===== config.mk =====
export PLATFORM = sky130hd
export DESIGN_NAME = data_memory
export DESIGN_NICKNAME = d
export VERILOG_FILES = /design/src/rtl/mem_pkg.sv /design/src/rtl/dmem_array.sv /design/src/rtl/data_memory.sv
export SDC_FILE = /design/constraint.sdc
export NUM_CORES = 2
export LEC_CHECK = 0
export CORE_MARGIN = 2
export CORE_UTILIZATION = 65
export CTS_CLUSTER_DIAMETER = 30
export CTS_CLUSTER_SIZE = 10
export DETAILED_ROUTE_END_ITERATION = 7
export GPL_TIMING_DRIVEN = 0
export PLACE_DENSITY = 0.79
export SETUP_SLACK_MARGIN = 0.4
export SYNTH_ARGS = -nofsm -noshare
export SYNTH_HDL_FRONTEND = slang
export SYNTH_SLANG_ARGS = --single-unit

===== constraint.sdc =====
create_clock -name CLK -period 5.7 [get_ports CLK]
set_input_delay 1.71 -clock CLK [delete_from_list [all_inputs] [get_ports CLK]]
set_output_delay 1.71 -clock CLK [all_outputs]
set_load 0.01 [all_outputs]

===== src/rtl/mem_pkg.sv =====
// rtl/mem_pkg.sv - shared encodings and default widths for the data memory and cpu
package mem_pkg;

    localparam int ADDR_W_DEF  = 8;
    localparam int DATA_W_DEF  = 8;
    localparam int LATENCY_DEF = 5;

    typedef enum logic [1:0] {
        ST_IDLE = 2'd0,
        ST_BUSY = 2'd1,
        ST_DONE = 2'd2
    } state_e;

    typedef enum logic {
        OP_READ  = 1'b0,
        OP_WRITE = 1'b1
    } op_e;

endpackage


===== src/rtl/dmem_array.sv =====
// rtl/dmem_array.sv - storage array with sync write, registered read and clear-all
module dmem_array #(
    parameter  int ADDR_W = 8,
    parameter  int DATA_W = 8,
    localparam int DEPTH  = 2 ** ADDR_W
) (
    input  logic              clk,
    input  logic              clr,
    input  logic              we,
    input  logic              re,
    input  logic [ADDR_W-1:0] addr,
    input  logic [DATA_W-1:0] wdata,
    output logic [DATA_W-1:0] rdata
);

    logic [DATA_W-1:0] mem_q [DEPTH];
    logic [DATA_W-1:0] mem_d [DEPTH];
    logic [DATA_W-1:0] rdata_q;
    logic [DATA_W-1:0] rdata_d;

    // Next contents: one location written on a write commit, read register loaded on a read commit
    always_comb begin
        mem_d   = mem_q;
        rdata_d = rdata_q;
        if (we) begin
            mem_d[addr] = wdata;
        end
        if (re) begin
            rdata_d = mem_q[addr];
        end
    end

    // Clear wipes every location and the read register, overriding any commit in that cycle
    always_ff @(posedge clk) begin
        if (clr) begin
            for (int i = 0; i < DEPTH; i++) begin
                mem_q[i] <= '0;
            end
            rdata_q <= '0;
        end else begin
            mem_q   <= mem_d;
            rdata_q <= rdata_d;
        end
    end

    assign rdata = rdata_q;

endmodule


===== src/rtl/data_memory.sv =====
// rtl/data_memory.sv - multi-cycle data memory with BUSYWAIT stall handshake
module data_memory
    import mem_pkg::*;
#(
    parameter int ADDR_W  = ADDR_W_DEF,
    parameter int DATA_W  = DATA_W_DEF,
    parameter int LATENCY = LATENCY_DEF
) (
    input  logic              CLK,
    input  logic              RESET,
    input  logic              READ,
    input  logic              WRITE,
    input  logic [ADDR_W-1:0] ADDRESS,
    input  logic [DATA_W-1:0] WRITEDATA,
    output logic [DATA_W-1:0] READDATA,
    output logic              BUSYWAIT
);

    // Counter is loaded so that the commit lands exactly LATENCY edges after acceptance
    localparam logic [3:0] CNT_LOAD = 4'(LATENCY - 1);

    state_e            state_q, state_d;
    logic [3:0]        cnt_q, cnt_d;
    op_e               op_q, op_d;
    logic [ADDR_W-1:0] addr_q, addr_d;
    logic [DATA_W-1:0] data_q, data_d;
    logic              commit;
    logic              valid_req;

    // Asserting both READ and WRITE is treated as no request at all
    assign valid_req = READ ^ WRITE;

    // Stall rises combinationally with a fresh request and holds while the access is in flight
    assign BUSYWAIT = ((state_q == ST_IDLE) && valid_req) || (state_q == ST_BUSY);

    // Next-state: accept in IDLE, count down in BUSY, one quiet DONE cycle before re-arming
    always_comb begin
        state_d = state_q;
        cnt_d   = cnt_q;
        op_d    = op_q;
        addr_d  = addr_q;
        data_d  = data_q;
        commit  = 1'b0;
        case (state_q)
            ST_IDLE: begin
                if (valid_req) begin
                    op_d    = WRITE ? OP_WRITE : OP_READ;
                    addr_d  = ADDRESS;
                    data_d  = WRITEDATA;
                    cnt_d   = CNT_LOAD;
                    state_d = ST_BUSY;
                end
            end
            ST_BUSY: begin
                if (cnt_q != 4'd0) begin
                    cnt_d = cnt_q - 4'd1;
                end else begin
                    commit  = 1'b1;
                    state_d = ST_DONE;
                end
            end
            ST_DONE: begin
                state_d = ST_IDLE;
            end
            default: begin
                state_d = ST_IDLE;
            end
        endcase
    end

    // Control registers; reset abandons any access in flight
    always_ff @(posedge CLK) begin
        if (RESET) begin
            state_q <= ST_IDLE;
            cnt_q   <= '0;
            op_q    <= OP_READ;
            addr_q  <= '0;
            data_q  <= '0;
        end else begin
            state_q <= state_d;
            cnt_q   <= cnt_d;
            op_q    <= op_d;
            addr_q  <= addr_d;
            data_q  <= data_d;
        end
    end

    dmem_array #(
        .ADDR_W (ADDR_W),
        .DATA_W (DATA_W)
    ) u_array (
        .clk   (CLK),
        .clr   (RESET),
        .we    (commit && (op_q == OP_WRITE)),
        .re    (commit && (op_q == OP_READ)),
        .addr  (addr_q),
        .wdata (data_q),
        .rdata (READDATA)
    );

endmodule

==> flow_summary.toml, run 1 <==
[global_route]
grt_max_degree = 17
antenna_found_initial = 124
overflow = 5
grt.total_usage_pct = 79.96

[synth]
synth-async-reset-ratio_pct = 0
muxShareOfSynthArea_pct = 17.03
synth-compound-area-share_pct = 17.68
synth_area_leaders = "dfxtp_1, mux4_2, a21oi_1, nand2_1, o21ai_0"
synth_top_family_by_area = "compound AO/OA/AOI/OAI gates"
synth_edf_count = 0
synth_cell_types = 72
ys_warn_count = 0
syn-num-nets = 10660
synthAdderAreaFrac_pct = 0.01357
syn-cell-area_sq_um = 92200
yosys-top-cells-count = "dfxtp_1, nand2_1, a21oi_1, o21ai_0, clkbuf_1"
avgSynthCellArea_sq_um = 8.663
yosysTopAreaCell = "dfxtp_1"
synth-simple-area-share_pct = 15.10
synthFlopType = "dfxtp_1"
ys_ff_latch = 2079
yosys.area_share.xor_xnor_pct = 0.02850
yosysMostFrequentCell = "dfxtp_1"
synth_top_cell_area_share_pct = 45.14
ys_seq_area_share_pct = 45.14
syn_inst = 10640

[clock_tree]
cts_hold_buf = 0
cts_max_level = 5
root_buffer = "clkbuf_16"
post_cts.repair.setup_buffers = 0
clockBufferDepth = 4
clock-sinks = 2079
cts_buffers = 417
ctsResizeCount = 0

[floorplanning]
ios = 29
start_util_pct = 65.28
dieHeight_microns = 380.6
rows = 138
die_w_microns = 380.6

[run_status]
error = "[ERROR GRT-0232] Routing congestion too high. Check the congestion heatmap in the GUI."
run_status = "aborted with a tool error"
failing_step = "global routing"

[place]
port_buffers = 27
dpl.cell_count = 12570
dp_hpwl_mm = 367.3
place.gp.congestion = 1.218
dp_slack_ps = 450.6

[timing]
worst-ep-kind = "sequential cell input"
grt-worst-endpoint = "u_array.rdata[1]$_SDFFE_PP0P_/D"
[layer usage]
layer  track usage (%)  GRT overflow
met1             80.65             0
met3             71.55             0
met2             91.01             1
met5             50.07             0
met4             74.77             4
[cells by family after synthesis]
group | count (synthesis)
AND/OR/NAND/NOR | 3332
AO/OA/AOI/OAI | 3139
flip-flops | 2079
buffers and inverters | 1091
multiplexers | 998
XOR/XNOR | 3
adder cells (fa/ha/maj) | 1
[per-stage QoR]
step / setup TNS (ps) / area, sq um
2_1_floorplan: 0 / 92200
3_3_place_gp: -1092 / 94840
3_5_place_dp: 0 / 95020
4_1_cts: 0 / 109700
==> run 2, diff against run 1 <==
--- a/config.mk
+++ b/config.mk
@@ -6,13 +6,10 @@
 export NUM_CORES = 2
 export LEC_CHECK = 0
 export CORE_MARGIN = 2
-export CORE_UTILIZATION = 65
-export CTS_CLUSTER_DIAMETER = 30
-export CTS_CLUSTER_SIZE = 10
+export CORE_UTILIZATION = 40
 export DETAILED_ROUTE_END_ITERATION = 7
 export GPL_TIMING_DRIVEN = 0
-export PLACE_DENSITY = 0.79
-export SETUP_SLACK_MARGIN = 0.4
+export PLACE_DENSITY_LB_ADDON = 0.15
 export SYNTH_ARGS = -nofsm -noshare
 export SYNTH_HDL_FRONTEND = slang
 export SYNTH_SLANG_ARGS = --single-unit
==> run 2 against run 1 <==
Compared with the run above: the flow now finishes, with violations (design-rule violations, max-capacitance violations, max-slew violations, negative setup slack); synthesized cell count is the same; synthesized area unchanged.
==> flow_summary.toml, run 2 <==
[drt]
drc = 6
antenna_left = 0
via_per_inst = 6.975
wl_mm = 640.6
dr_total_vias = 99620
routedWlPerCell_microns = 44.85
dr.pass1.iters = 8
dr.first_iter.drc_count = 18450

[place]
place.gp.congestion = 1.077
dp_hpwl_mm = 453.2
dpl.cell_count = 13730
port_buffers = 27

[worst_setup_path]
cp.required_ps = 6410
end_kind = "flop"
cp.buffers_inverters = 5
critPathArrivalTime_ps = 6850
max_stage_delay_ps = 1220
path_common_cell = "buf_2"
cp_slowest_cell = "o21ai_0"
start_kind = "flop"
worstPathMaxFanout = 11
crit_type = "reg -> reg"
crit_chain = "buf_2, inv_2, buf_4, buf_2, buf_2, mux2i_1, o22ai_1, o21ai_0, o311a_1, o31ai_1"
cp_top_family = "buffers and inverters"

[synth]
syn-num-nets = 10660
synth_area_leaders = "dfxtp_1, mux4_2, a21oi_1, nand2_1, o21ai_0"
ys_ff_latch = 2079
yosysMostFrequentCell = "dfxtp_1"
synth_cell_types = 72
yosysTopAreaCell = "dfxtp_1"
synth-async-reset-ratio_pct = 0
ys_warn_count = 0
ys_seq_area_share_pct = 45.14
syn-cell-area_sq_um = 92200
yosys-top-cells-count = "dfxtp_1, nand2_1, a21oi_1, o21ai_0, clkbuf_1"
syn_inst = 10640
synthFlopType = "dfxtp_1"
avgSynthCellArea_sq_um = 8.663
synth_edf_count = 0
synth_top_cell_area_share_pct = 45.14

[clock_tree]
clock-sinks = 2079
worstSkewPairLatency_ps = 930
clockBufferDepth = 3
post_cts.repair.setup_buffers = 0
cts_max_level = 4
cts_hold_buf = 0
root_buffer = "clkbuf_16"
cts_tree = "yes"
clkTransAtPathRegs_ps = 60
cts_buffers = 232

[cells_and_area]
layout_common_cells = "dfxtp_1, nand2_1, a21oi_1"
area_growth_syn_to_layout_pct = 14.18
fin_cells = 14280
drive_gt1_share_pct = 11.01
largest_register_ffs = 2048
layout_commonest_cell = "dfxtp_1"
nNetsFinal = 10960
top_register = "u_array.mem_q"

[timing]
slew_viol_final = 229
setup_viol = 32
hold_viol = 0
holdWs_ps = 453.3
final.setup.tns_ps = -3312
fin_worst_skew_ps = 49.78
fin_ws_ps = -433.5
fmax_ghz = 0.1630
rsz0062_at_grt = "no"
max_slew.worst_pin.slew_ps = 1746
layout_min_cycle_time_ps = 6134
period_share_pct = 107.6
maxSlewHeadroom_pct = -16.39

[floorplanning]
die-area_sq_um = 234400
core-area_sq_um = 229700
start_util_pct = 40.14
dieHeight_microns = 484.1
die_w_microns = 484.1
ios = 29
rows = 176

[power_and_ir_drop]
p_per_area_nw_per_um2 = 337.6
power_leakage_nw = 32.17
ir_drop_v = 0.0002926

[run]
maxCapViolations = 27

[global_route]
overflow = 0
grt_max_degree = 18
grt.total_usage_pct = 52.62
grt_pass1_vias = 87700
antenna_found_initial = 89
grt_pass1_wl_mm = 827.6

[hold_path]
hold_path_class = "reg -> reg"

[run_status]
run_status = "finished with violations"
violations = "design-rule violations, max-capacitance violations, max-slew violations, negative setup slack"
## run 2: metrics by stage
step	setup slack [ps]	instance area, sq um	total power, mW	utilization [%]
6_report	-433.5	105300	35.54	45.84
5_1_grt	30.63	105000	35.64	45.72
4_1_cts	19.91	104900	34.88	45.69
3_5_place_dp	46.47	97050	19.41	42.26
3_3_place_gp	-1119	96260	19.36	41.91
2_1_floorplan	1494	92200	16.61	-
## run 2: cells by family (layout without fill, tap and decap cells)
group	Yosys count	after routing	synth area share, %
simple gates	3332	3332	15.10
compound gates	3139	3139	17.68
flops	2079	2079	45.14
buf+inv	1091	1581	5.007
mux	998	998	17.03
xor+xnor	3	3	0.02850
fa+ha+maj	1	1	0.01357
other cells	0	123	0
## run 2: tightest hold or removal path: stages (launching register included)
cell	delay, ps
dfxtp_1	310
nand2_1	50
a21oi_1	50
## run 2: area by class of cell
type / count / area, sq um
fillers: 22820 / 124400
multi-input cells: 7473 / 46040
flip-flops and latches: 2079 / 41620
clock buffers: 355 / 6912
plain buffers: 1085 / 4702
well taps: 3026 / 3786
clock inverters: 77 / 975.9
repair buffers: 58 / 912.1
diodes: 123 / 307.8
inverters: 6 / 22.52
## run 2: worst paths after layout
path,startpoint,to,slack [ps],cells after the start
setup / recovery,addr_q[3],u_array.rdata[3],-430,10
hold / removal,u_array.mem_q[1416],u_array.mem_q[1416],450,2
setup reg to reg,addr_q[3],u_array.rdata[3],-430,10
hold reg to reg,u_array.mem_q[1416],u_array.mem_q[1416],450,2
## run 2: what timing repair did
item / in CTS / in global routing
resized for setup: 0 / 2
endpoints found under the hold margin: 0 / 0
endpoints found under the setup margin: 0 / 3
## run 2: power by group
| part | switching, mW | total, mW | internal (mW) | leakage [nW] |
|---|---|---|---|---|
| clock | 6.95 | 16.0 | 9.02 | 3.89 |
| combinational | 4.19 | 4.96 | 0.777 | 11.5 |
| sequential | 0.0468 | 14.6 | 14.6 | 16.7 |
| total | 11.2 | 35.5 | 24.4 | 32.2 |
## run 2: routing by layer
| metal | up-vias | part of all wire, % | global-route usage, % |
|---|---|---|---|
| met5 | - | 0.12 | 1.776 |
| met4 | 42 | 11 | 48.63 |
| met3 | 2714 | 15 | 22.93 |
| met2 | 9343 | 39 | 70.64 |
| met1 | 49240 | 35 | 62.33 |
| li1 | 38280 | - | - |
Power figures use the tool's default switching activity.
